<file path="config.mk">
export PLATFORM = sky130hd
export DESIGN_NAME = hit_judge_flat
export DESIGN_NICKNAME = d
export VERILOG_FILES = /design/src/rtl/taiko_pkg.sv /design/src/rtl/hit_judge_if.sv /design/src/rtl/key_edge_sync.sv /design/src/rtl/hit_judge.sv /design/src/flat_wrapper.sv
export SDC_FILE = /design/constraint.sdc
export NUM_CORES = 1
export LEC_CHECK = 0
export CAP_MARGIN = 10
export CORE_MARGIN = 3
export CORE_UTILIZATION = 47
export CTS_CLUSTER_SIZE = 20
export DETAILED_ROUTE_END_ITERATION = 12
export PLACE_DENSITY = 0.74
export SYNTH_ARGS = -nofsm -noshare
export SYNTH_HDL_FRONTEND = slang
export SYNTH_SLANG_ARGS = --single-unit
</file>
<file path="constraint.sdc">
create_clock -name CLOCK_50 -period 8.8 [get_ports CLOCK_50]
set_clock_uncertainty 0.1 [all_clocks]
set_input_delay 0.88 -clock CLOCK_50 [delete_from_list [all_inputs] [get_ports CLOCK_50]]
set_output_delay 0.88 -clock CLOCK_50 [all_outputs]
set_load 0.02 [all_outputs]
</file>
<file path="src/rtl/taiko_pkg.sv">
// Shared constants and helpers for the drum-game blocks: judgment
// encodings, score values, screen geometry and hit-marker defaults.
package taiko_pkg;

  // Judgment code as seen by the score/combo display.
  typedef enum logic [1:0] {
    JUDGE_NONE  = 2'b00,
    JUDGE_MISS  = 2'b01,
    JUDGE_GOOD  = 2'b10,
    JUDGE_GREAT = 2'b11
  } judgment_e;

  // Judge FSM states.
  typedef enum logic [1:0] {
    ST_IDLE   = 2'd0,
    ST_ARMED  = 2'd1,
    ST_JUDGED = 2'd2
  } judge_state_e;

  // Score awarded per judgment and the combo level that doubles it.
  localparam logic [15:0] SCORE_GREAT     = 16'd300;
  localparam logic [15:0] SCORE_GOOD      = 16'd100;
  localparam logic [7:0]  BONUS_THRESHOLD = 8'd10;

  // Screen geometry: notes enter at the right edge.
  localparam int unsigned SCREEN_W = 32'd160;

  // Hit marker position and window half-widths, in pixels.
  localparam int unsigned HIT_X_DEF     = 32'd16;
  localparam int unsigned GREAT_WIN_DEF = 32'd2;
  localparam int unsigned GOOD_WIN_DEF  = 32'd6;

  // 16-bit add that clamps at all-ones instead of wrapping.
  function automatic logic [15:0] sat_add16(input logic [15:0] a,
                                            input logic [15:0] b);
    logic [16:0] sum;
    sum = {1'b0, a} + {1'b0, b};
    return sum[16] ? 16'hFFFF : sum[15:0];
  endfunction

  // Distance between two 8-bit coordinates, widened so it never underflows.
  function automatic logic [8:0] abs_diff9(input logic [7:0] a,
                                           input logic [7:0] b);
    return (a >= b) ? ({1'b0, a} - {1'b0, b}) : ({1'b0, b} - {1'b0, a});
  endfunction

endpackage

</file>
<file path="src/rtl/hit_judge_if.sv">
// Bundle between the note mover / key inputs and the hit judge, plus the
// judgment and score signals going to the display.
interface hit_judge_if;

  logic        note_spawn;
  logic        note_valid;
  logic [7:0]  note_x;
  logic        note_kind;
  logic        key_don;
  logic        key_ka;
  logic        judge_valid;
  logic [1:0]  judgment;
  logic        on_hit;
  logic [15:0] score;
  logic [7:0]  combo;

  // Side that drives the note stream and keys and watches the results.
  modport master (
    output note_spawn, note_valid, note_x, note_kind, key_don, key_ka,
    input  judge_valid, judgment, on_hit, score, combo
  );

  // The judge itself.
  modport slave (
    input  note_spawn, note_valid, note_x, note_kind, key_don, key_ka,
    output judge_valid, judgment, on_hit, score, combo
  );

endinterface

</file>
<file path="src/rtl/key_edge_sync.sv">
// Brings one raw asynchronous key into the clock domain through two flops
// and produces a single-cycle pulse on each rising edge of the key.
module key_edge_sync (
  input  logic clk,
  input  logic resetn,
  input  logic key,
  output logic press
);

  logic sync1_r;
  logic sync2_r;
  logic prev_r;

  // Two-stage synchronizer followed by a one-cycle history flop.
  always_ff @(posedge clk) begin
    if (!resetn) begin
      sync1_r <= 1'b0;
      sync2_r <= 1'b0;
      prev_r  <= 1'b0;
    end else begin
      sync1_r <= key;
      sync2_r <= sync1_r;
      prev_r  <= sync2_r;
    end
  end

  // High only in the first cycle the synchronized key is seen high.
  assign press = sync2_r & ~prev_r;

endmodule

</file>
<file path="src/rtl/hit_judge.sv">
// Drum hit judge: compares key presses with the position of the note that
// is currently on screen and emits one GREAT/GOOD/MISS judgment per note,
// keeping a saturating score and combo.
// Optional feature macro: HIT_JUDGE_COMBO_BONUS_EN -- when defined, a combo
// of 10 or more before the update doubles the points for GREAT and GOOD.
module hit_judge
  import taiko_pkg::*;
#(
  parameter int unsigned HIT_X     = HIT_X_DEF,
  parameter int unsigned GREAT_WIN = GREAT_WIN_DEF,
  parameter int unsigned GOOD_WIN  = GOOD_WIN_DEF
) (
  input  logic        CLOCK_50,
  input  logic        resetn,
  hit_judge_if.slave  bus
);

  localparam logic [7:0] HIT_X_8     = 8'(HIT_X);
  localparam logic [8:0] HIT_X_9     = 9'(HIT_X);
  localparam logic [8:0] GREAT_WIN_9 = 9'(GREAT_WIN);
  localparam logic [8:0] GOOD_WIN_9  = 9'(GOOD_WIN);

  // Synchronized key edges.
  logic press_don_s;
  logic press_ka_s;

  key_edge_sync u_sync_don (
    .clk    (CLOCK_50),
    .resetn (resetn),
    .key    (bus.key_don),
    .press  (press_don_s)
  );

  key_edge_sync u_sync_ka (
    .clk    (CLOCK_50),
    .resetn (resetn),
    .key    (bus.key_ka),
    .press  (press_ka_s)
  );

  // Window geometry of the current note.
  logic [8:0] dist_s;
  logic       in_great_s;
  logic       in_good_s;
  logic       late_s;
  logic       single_press_s;
  logic       match_s;

  assign dist_s     = abs_diff9(bus.note_x, HIT_X_8);
  assign in_great_s = (dist_s <= GREAT_WIN_9);
  assign in_good_s  = (dist_s <= GOOD_WIN_9);
  // Note has scrolled past the far edge of the GOOD window.
  assign late_s     = (({1'b0, bus.note_x} + GOOD_WIN_9) < HIT_X_9);
  // Both keys in the same cycle count as no press at all.
  assign single_press_s = press_don_s ^ press_ka_s;
  assign match_s = (press_don_s & ~bus.note_kind) | (press_ka_s & bus.note_kind);

  judge_state_e state_r;
  judge_state_e state_nx_s;
  logic         judge_s;
  judgment_e    verdict_s;

  // Judge FSM state register.
  always_ff @(posedge CLOCK_50) begin
    if (!resetn) begin
      state_r <= ST_IDLE;
    end else begin
      state_r <= state_nx_s;
    end
  end

  // Next state and the judgment to issue this cycle, if any.
  always_comb begin
    state_nx_s = state_r;
    judge_s    = 1'b0;
    verdict_s  = JUDGE_NONE;
    case (state_r)
      ST_IDLE: begin
        if (bus.note_spawn) begin
          state_nx_s = ST_ARMED;
        end else begin
          state_nx_s = ST_IDLE;
        end
      end
      ST_ARMED: begin
        if (bus.note_spawn) begin
          // New note replaces an unjudged one; any press this cycle is dropped.
          judge_s    = 1'b1;
          verdict_s  = JUDGE_MISS;
          state_nx_s = ST_ARMED;
        end else if (!bus.note_valid || late_s) begin
          judge_s    = 1'b1;
          verdict_s  = JUDGE_MISS;
          state_nx_s = ST_JUDGED;
        end else if (single_press_s && in_good_s) begin
          judge_s    = 1'b1;
          state_nx_s = ST_JUDGED;
          if (!match_s) begin
            verdict_s = JUDGE_MISS;
          end else if (in_great_s) begin
            verdict_s = JUDGE_GREAT;
          end else begin
            verdict_s = JUDGE_GOOD;
          end
        end else begin
          state_nx_s = ST_ARMED;
        end
      end
      ST_JUDGED: begin
        if (bus.note_spawn) begin
          state_nx_s = ST_ARMED;
        end else if (!bus.note_valid) begin
          state_nx_s = ST_IDLE;
        end else begin
          state_nx_s = ST_JUDGED;
        end
      end
      default: begin
        state_nx_s = ST_IDLE;
      end
    endcase
  end

  logic        judge_valid_r;
  judgment_e   judgment_r;
  logic        on_hit_r;
  logic [15:0] score_r;
  logic [7:0]  combo_r;

  logic [15:0] base_add_s;
  logic [15:0] add_s;
  logic [15:0] score_nx_s;
  logic [7:0]  combo_nx_s;
  logic        is_hit_s;

  // Points for the verdict and the resulting score/combo values.
  always_comb begin
    base_add_s = 16'd0;
    is_hit_s   = 1'b0;
    case (verdict_s)
      JUDGE_GREAT: begin
        base_add_s = SCORE_GREAT;
        is_hit_s   = 1'b1;
      end
      JUDGE_GOOD: begin
        base_add_s = SCORE_GOOD;
        is_hit_s   = 1'b1;
      end
      default: begin
        base_add_s = 16'd0;
        is_hit_s   = 1'b0;
      end
    endcase
`ifdef HIT_JUDGE_COMBO_BONUS_EN
    // Bonus is decided on the combo value before this judgment counts.
    add_s = (combo_r >= BONUS_THRESHOLD) ? {base_add_s[14:0], 1'b0} : base_add_s;
`else
    add_s = base_add_s;
`endif
    score_nx_s = sat_add16(score_r, add_s);
    if (!is_hit_s) begin
      combo_nx_s = 8'd0;
    end else if (combo_r == 8'hFF) begin
      combo_nx_s = 8'hFF;
    end else begin
      combo_nx_s = combo_r + 8'd1;
    end
  end

  // Registered judgment strobe, held judgment code, score and combo.
  always_ff @(posedge CLOCK_50) begin
    if (!resetn) begin
      judge_valid_r <= 1'b0;
      judgment_r    <= JUDGE_NONE;
      on_hit_r      <= 1'b0;
      score_r       <= 16'd0;
      combo_r       <= 8'd0;
    end else begin
      judge_valid_r <= judge_s;
      on_hit_r      <= judge_s & is_hit_s;
      if (judge_s) begin
        judgment_r <= verdict_s;
        score_r    <= score_nx_s;
        combo_r    <= combo_nx_s;
      end else begin
        judgment_r <= judgment_r;
        score_r    <= score_r;
        combo_r    <= combo_r;
      end
    end
  end

  assign bus.judge_valid = judge_valid_r;
  assign bus.judgment    = judgment_r;
  assign bus.on_hit      = on_hit_r;
  assign bus.score       = score_r;
  assign bus.combo       = combo_r;

endmodule
</file>
<file path="src/flat_wrapper.sv">
// flat-port wrapper written by rule: the top's interface ports become plain ports
module hit_judge_flat import taiko_pkg::*;
#(
  parameter int unsigned HIT_X     = HIT_X_DEF,
  parameter int unsigned GREAT_WIN = GREAT_WIN_DEF,
  parameter int unsigned GOOD_WIN  = GOOD_WIN_DEF
)
  (CLOCK_50, resetn, bus_note_spawn, bus_note_valid, bus_note_x, bus_note_kind, bus_key_don, bus_key_ka, bus_judge_valid, bus_judgment, bus_on_hit, bus_score, bus_combo);
  hit_judge_if bus_i ();
  input  logic CLOCK_50;
  input  logic resetn;
  input wire logic [$bits(bus_i.note_spawn)-1:0] bus_note_spawn;
  input wire logic [$bits(bus_i.note_valid)-1:0] bus_note_valid;
  input wire logic [$bits(bus_i.note_x)-1:0] bus_note_x;
  input wire logic [$bits(bus_i.note_kind)-1:0] bus_note_kind;
  input wire logic [$bits(bus_i.key_don)-1:0] bus_key_don;
  input wire logic [$bits(bus_i.key_ka)-1:0] bus_key_ka;
  output wire logic [$bits(bus_i.judge_valid)-1:0] bus_judge_valid;
  output wire logic [$bits(bus_i.judgment)-1:0] bus_judgment;
  output wire logic [$bits(bus_i.on_hit)-1:0] bus_on_hit;
  output wire logic [$bits(bus_i.score)-1:0] bus_score;
  output wire logic [$bits(bus_i.combo)-1:0] bus_combo;
  assign bus_i.note_spawn = bus_note_spawn;
  assign bus_i.note_valid = bus_note_valid;
  assign bus_i.note_x = bus_note_x;
  assign bus_i.note_kind = bus_note_kind;
  assign bus_i.key_don = bus_key_don;
  assign bus_i.key_ka = bus_key_ka;
  assign bus_judge_valid = bus_i.judge_valid;
  assign bus_judgment = bus_i.judgment;
  assign bus_on_hit = bus_i.on_hit;
  assign bus_score = bus_i.score;
  assign bus_combo = bus_i.combo;
  hit_judge #(.HIT_X(HIT_X), .GREAT_WIN(GREAT_WIN), .GOOD_WIN(GOOD_WIN)) u_core (.CLOCK_50(CLOCK_50), .resetn(resetn), .bus(bus_i));
endmodule
</file>
==> flow_metrics.py, run 1 <==
metrics = {
    "run_status": {
        "status": "completed",
    },
    "synthesis": {
        "synth-xor-area-share": 0.0163,
        "synthArstFlopShare": 0,
        "synth_top_family_by_area": "simple AND/OR/NAND/NOR gates",
        "synthAdderAreaFrac": 0.0734,
        "syn_avg_cell_area_um2": 8.04,
        "syn_nets": 294,
        "netlist_area_um2": 2150,
        "yosys.area_share.simple": 0.270,
        "ys_ff_latch": 35,
        "synth_top_area_frac": 0.326,
        "yosysSeqAreaShare": 0.326,
        "synth_mux_area_frac": 0.00932,
        "synth-compound-area-share": 0.258,
        "syn-instance-count": 267,
        "synthFlopType": "dfxtp_1",
        "synth_top_area_cell": "dfxtp_1",
        "netlist_top_cells_area": "dfxtp_1 33%, ha_1 6.4%, nand2_1 4.7%, nor2_1 4.2%, o21ai_0 3.5%",
        "yosys.cell_types.count": 49,
        "synth-edff-count": 0,
        "yosysWarnings": 0,
    },
    "power_and_ir_drop": {
        "p_per_area_nw_per_um2": 118,
        "ir_drop_v": 0.0000812,
        "pwr-share-comb": 0.113,
        "switching_share": 0.263,
        "clkPwrFrac": 0.376,
        "p_leak_nw": 1.06,
        "internal_power_w": 0.000232,
        "seq_power_share": 0.512,
        "total_power_w": 0.000315,
        "power_switching_w": 0.0000830,
    },
    "timing": {
        "hold_viol_final": 0,
        "slew_viol_final": 0,
        "worst_pin_slew_ns": 0.900,
        "period_share": 0.575,
        "fin_crit_ns": 5.06,
        "slew_headroom": 0.398,
        "max_freq_mhz": 197,
        "rsz0062_at_grt": "no",
        "setup_viol": 0,
        "hold_slack_ns": 0.342,
        "tns_ns": 0,
    },
    "floorplanning": {
        "die-height_um": 73.6,
        "die_area_um2": 5420,
        "die_w_um": 73.6,
        "rows": 23,
        "ios": 43,
        "coreArea_um2": 4200,
        "initial_core_util": 0.511,
    },
    "cts": {
        "cts-root-buf": "clkbuf_8",
        "clk-insertion-delay-late_ns": 0.29,
        "ctsHoldBuffers": 0,
        "cts_setup_buffers": 0,
        "cts_buffer_depth": 2,
        "cts.sinks": 35,
        "cts_buffers": 5,
        "htreeDepth": 2,
        "cts_tree": "built",
        "path_clk_slew_ns": 0.08,
        "cts-resized-gates": 0,
    },
    "setup_path": {
        "timing.rr.start": "u_core.state_r[1]",
        "startpoint": "bus_note_x[4]",
        "cp_num_buf_inv": 1,
        "crit_path_top_delay_cell": "nor4_1",
        "crit_required_ns": 8.92,
        "cp_slowest_stage_delay_ns": 0.66,
        "critical_path.top_delay_family": "simple AND/OR/NAND/NOR gates",
        "crit_arrival_ns": 5.18,
        "crit_fanout": 14,
        "criticalPathCategory": "input port to register",
        "crit_chain": "clkdlybuf4s50_1, nor4_1, a21oi_1, a2111oi_4, nand3_1, or4_4, nor2_1, ha_1, o211ai_1, a21oi_1, and3_1, nor2_1, a211o_1, a21boi_0",
        "cp-end-kind": "register",
        "critPathLaunchType": "input port",
    },
    "routing": {
        "drc_errors": 0,
        "drtIter0Drc": 100,
        "via_per_inst": 5.78,
        "wl_per_cell_um": 14.3,
        "antenna_left": 0,
        "drt-pass1-iter-count": 4,
        "drt_wl_total_mm": 5.08,
        "dr_total_vias": 2058,
    },
    "grt": {
        "grt_usage": 0.195,
        "first_global_vias": 1898,
        "grt_overflow_total": 0,
        "antenna_found_initial": 0,
        "grt_max_degree": 29,
        "grt_pass1_wl_mm": 8.39,
    },
    "cells_and_area": {
        "multiInputGateArea_um2": 1350,
        "fillers": 376,
        "drive_gt1_frac": 0.0588,
        "seqCellArea_um2": 701,
        "nNetsFinal": 332,
        "fin_cells": 356,
        "diodes": 0,
        "syn_to_final_growth_pct": 24.8,
    },
    "placement": {
        "portBuffers": 42,
        "hpwl_mm": 3.67,
        "routabilityCongestion": 0.858,
        "dp_cells": 348,
    },
    "min_path": {
        "hp-start": "u_core.u_sync_don.sync1_r",
        "hold_class": "register to register",
    },
    "flow_run": {
        "max-cap-violations": 0,
    },
}
[cells in the final DEF, fill, tap and decap left out, drive strengths merged, types with 7 or more instances in the layout]
cell type and n:
a21boi 7, a21o 9, a21oi 12, clkdlybuf4s50 42
dfxtp 35, ha 11, inv 13, nand2 27
nand3 11, nor2 24, nor3 9, o21ai 15
[cells in the mapped netlist (3+ instances only)]
| cell | instances |
|---|---|
| o21a_1 | 3 |
| and3_1 | 5 |
| xnor2_1 | 3 |
| nand2_1 | 27 |
| a211o_1 | 5 |
| a31oi_1 | 3 |
| o21ai_0 | 15 |
| nor4_1 | 3 |
| inv_1 | 13 |
| clkbuf_1 | 9 |
| nand2b_1 | 5 |
| nand4_1 | 6 |
| dfxtp_1 | 35 |
| nor3_1 | 9 |
| nor2_1 | 24 |
| o41ai_1 | 3 |
| a21o_1 | 9 |
| or2_2 | 4 |
| a21oi_1 | 12 |
| nand3_1 | 11 |
| and2_1 | 6 |
| ha_1 | 11 |
| nor2b_1 | 3 |
| a21boi_0 | 7 |
[final timing paths]
kind                               end  slack [ns]  cells past startpoint
min reg2reg  u_core.u_sync_don.sync2_r        0.34                      1
min          u_core.u_sync_don.sync2_r        0.34                      1
max                u_core.bus.score[5]        3.74                     14
max reg2reg        u_core.bus.score[5]        5.14                     12
[flip-flops by register name, summed over array words and instances (netlist names)]
signal / count
u_core.bus.score: 15
u_core.bus.judge_valid: 1
u_core.u_sync_don.sync2_r: 1
u_core.u_sync_don.sync1_r: 1
u_core.bus.combo: 8
u_core.u_sync_ka.sync2_r: 1
u_core.state_r: 2
u_core.bus.on_hit: 1
u_core.u_sync_ka.prev_r: 1
u_core.u_sync_don.prev_r: 1
u_core.bus.judgment: 2
u_core.u_sync_ka.sync1_r: 1
[layer usage]
metal / track usage / wire [µm] / vias up
met5: 0 / 0 / -
met4: 0.0744 / 63 / 0
met3: 0.0397 / 305 / 6
met2: 0.299 / 2290 / 64
met1: 0.266 / 2410 / 942
li1: - / - / 1046
[power groups by stage]
stage          logic (W)  registers, W  clock network (W)
2_1_floorplan  0.0000205      0.000165                  0
3_3_place_gp   0.0000350      0.000165                  0
3_5_place_dp   0.0000353      0.000165                  0
4_1_cts        0.0000356      0.000161           0.000123
5_1_grt        0.0000391      0.000162           0.000129
6_report       0.0000355      0.000161           0.000118
[layout make-up]
cell class | count | share of cell area
Inverter | 13 | 0.0182
Tap cell | 50 | 0.0233
Sequential cell | 35 | 0.261
Multi-Input combinational cell | 207 | 0.502
Clock inverter | 3 | 0.00934
Timing Repair Buffer | 43 | 0.160
Clock buffer | 5 | 0.0257
[stage by stage]
step / instance area (µm²) / utilization / worst slack, ns
after floorplan: 2150 / - / 4.30
after global placement: 2590 / 0.616 / 3.60
after detailed placement: 2590 / 0.616 / 3.44
after CTS: 2680 / 0.638 / 3.73
after global routing: 2680 / 0.638 / 3.37
final: 2680 / 0.638 / 3.74
[cells by family (layout without fill, tap and decap cells)]
kind of cell / Yosys count / in the layout
AND/OR/NAND/NOR: 113 / 113
AO/OA/AOI/OAI: 76 / 76
flip-flops: 35 / 35
buffers and inverters: 25 / 64
adder cells (fa/ha/maj): 12 / 12
XOR/XNOR: 4 / 4
multiplexers: 2 / 2
Note: power is estimated with default switching activity, not from simulation.
==> inputs of run 2 (changes only) <==
--- a/config.mk
+++ b/config.mk
@@ -7,10 +7,10 @@
 export LEC_CHECK = 0
 export CAP_MARGIN = 10
 export CORE_MARGIN = 3
-export CORE_UTILIZATION = 47
+export CORE_UTILIZATION = 46
 export CTS_CLUSTER_SIZE = 20
 export DETAILED_ROUTE_END_ITERATION = 12
-export PLACE_DENSITY = 0.74
+export PLACE_DENSITY = 0.75
 export SYNTH_ARGS = -nofsm -noshare
 export SYNTH_HDL_FRONTEND = slang
 export SYNTH_SLANG_ARGS = --single-unit
==> constraint.sdc (replaced) <==
create_clock -name CLOCK_50 -period 4.55 [get_ports CLOCK_50]
set_clock_uncertainty 0.1 [all_clocks]
set_input_delay 0.455 -clock CLOCK_50 [delete_from_list [all_inputs] [get_ports CLOCK_50]]
set_output_delay 0.455 -clock CLOCK_50 [all_outputs]
set_load 0.02 [all_outputs]
==> run 2 against run 1 <==
  * Total power increased by 98%
  * Final cell count increased by 5.3%
  * Combinational power grew 110%
  * Critical path type unchanged
==> flow_metrics.py, run 2 (same netlist as run 1, synthesis figures left out) <==
metrics = {
    "cts": {
        "cts.sinks": 35,
        "cts_tree": "built",
        "clk-insertion-delay-late_ns": 0.30,
        "cts_buffers": 5,
        "path_clk_slew_ns": 0.08,
        "cts_buffer_depth": 2,
        "cts_setup_buffers": 0,
        "htreeDepth": 2,
        "cts-root-buf": "clkbuf_8",
    },
    "timing": {
        "worst_pin_slew_ns": 0.671,
        "tns_ns": 0,
        "hold_slack_ns": 0.337,
        "period_share": 0.916,
        "setup_viol": 0,
        "fin_ws_ns": 0.383,
        "hold_viol_final": 0,
        "slew_viol_final": 0,
        "slew_headroom": 0.549,
        "max_freq_mhz": 240,
        "fin_crit_ns": 4.17,
        "rsz0062_at_grt": "no",
    },
    "setup_path": {
        "criticalPathCategory": "input port to register",
        "crit_arrival_ns": 4.25,
        "crit_fanout": 14,
        "cp-end-kind": "register",
        "crit_required_ns": 4.63,
        "critPathLaunchType": "input port",
        "ff2ff_setup_slack_ns": 1.09,
    },
    "cells_and_area": {
        "multiInputGateArea_um2": 1350,
        "final_area_um2": 2810,
        "mostFrequentLayoutCells": "42 x clkdlybuf4s50_1, 35 x dfxtp_1, 27 x nand2_1",
        "largest_register_ff_count": 15,
        "seqCellArea_um2": 701,
        "diodes": 0,
        "drive_gt1_frac": 0.111,
        "syn_to_final_growth_pct": 30.9,
        "final_common_cell": "clkdlybuf4s50_1",
        "fillers": 425,
        "nNetsFinal": 349,
    },
    "placement": {
        "hpwl_mm": 3.86,
        "routabilityCongestion": 0.969,
        "dpl_cell_area_um2": 2720,
        "dp_slack_ns": -0.0420,
        "portBuffers": 42,
    },
    "floorplanning": {
        "die-height_um": 74.3,
        "die_w_um": 74.3,
        "rows": 24,
        "ios": 43,
        "initial_core_util": 0.483,
        "coreArea_um2": 4440,
        "die_area_um2": 5520,
    },
    "grt": {
        "antenna_found_initial": 0,
        "grt_max_degree": 29,
        "grt_pass1_wl_mm": 8.77,
        "grt_usage": 0.202,
        "grt_overflow_total": 0,
        "first_global_vias": 1987,
    },
    "power_and_ir_drop": {
        "ir_drop_v": 0.000141,
        "pwr-share-comb": 0.119,
        "internal_power_w": 0.000454,
        "power_switching_w": 0.000172,
        "clkPwrFrac": 0.382,
        "seq_power_share": 0.499,
        "p_leak_nw": 1.14,
        "p_per_area_nw_per_um2": 222,
        "total_power_w": 0.000625,
        "switching_share": 0.275,
    },
    "routing": {
        "drtIter0Drc": 141,
        "via_per_inst": 5.79,
        "dr_total_vias": 2171,
        "drt-pass1-iter-count": 6,
        "antenna_left": 0,
        "drc_errors": 0,
        "wl_per_cell_um": 14.4,
        "drt_wl_total_mm": 5.40,
    },
    "min_path": {
        "hold_class": "register to register",
    },
    "run_status": {
        "status": "completed",
    },
    "flow_run": {
        "max-cap-violations": 0,
    },
}
run 2: repair_timing:
item / in CTS / in global routing
resized for setup: 0 / 1
endpoints found under the setup margin: 0 / 7
hold buffers: 0 / 0
run 2: final timing paths:
kind / startpoint / endpoint / cells past startpoint
worst min-delay path: u_core.u_sync_ka.sync1_r / u_core.u_sync_ka.sync2_r / 1
worst max-delay path: bus_note_x[4] / u_core.bus.score[9] / 13
worst min register to register: u_core.u_sync_ka.sync1_r / u_core.u_sync_ka.sync2_r / 1
worst max register to register: u_core.state_r[1] / u_core.bus.score[9] / 11
run 2: area by class of cell:
| type | count | area share |
|---|---|---|
| clock buffers | 5 | 0.0245 |
| clock inverters | 3 | 0.00846 |
| inverters | 13 | 0.0174 |
| multi-input cells | 207 | 0.480 |
| flip-flops and latches | 35 | 0.249 |
| well taps | 52 | 0.0232 |
| repair buffers | 60 | 0.198 |
run 2: critical path, stage by stage:
cell             delay [ns]
clkdlybuf4s50_1        0.46
or4_4                  0.58
o21a_1                 0.23
a2111oi_4              0.28
nand3_1                0.11
or4_4                  0.55
nor2_1                 0.20
ha_1                   0.29
o211ai_1               0.17
a21oi_1                0.13
and3_2                 0.29
o41ai_1                0.42
a21oi_1                0.08
run 2: stage by stage:
step                utilization  std cells
floorplan                     -        267
global placement          0.611        367
detailed placement        0.611        367
CTS                       0.632        375
global route              0.632        375
finish                    0.632        375
run 2: routing by layer:
| layer | vias to the layer above | global-route usage | routed length (µm) |
|---|---|---|---|
| met3 | 12 | 0.0568 | 326 |
| met5 | - | 0 | 0 |
| met2 | 73 | 0.311 | 2470 |
| met4 | 0 | 0.0870 | 109 |
| met1 | 1006 | 0.264 | 2490 |
| li1 | 1080 | - | - |
run 2: power groups by stage:
stage	clock [W]	sequential [W]	combinational (W)
2_1_floorplan	0	0.000320	0.0000396
3_5_place_dp	0	0.000319	0.0000733
5_1_grt	0.000257	0.000313	0.0000809
4_1_cts	0.000243	0.000312	0.0000737
3_3_place_gp	0	0.000319	0.0000726
6_report	0.000239	0.000312	0.0000741
==> inputs of run 3 (changes only) <==
--- a/config.mk
+++ b/config.mk
@@ -8,6 +8,7 @@
 export CAP_MARGIN = 10
 export CORE_MARGIN = 3
 export CORE_UTILIZATION = 46
+export CTS_CLUSTER_DIAMETER = 30
 export CTS_CLUSTER_SIZE = 20
 export DETAILED_ROUTE_END_ITERATION = 12
 export PLACE_DENSITY = 0.75
==> results of run 3 <==
Final layout, timing and power as in run 2 (identical DEF).
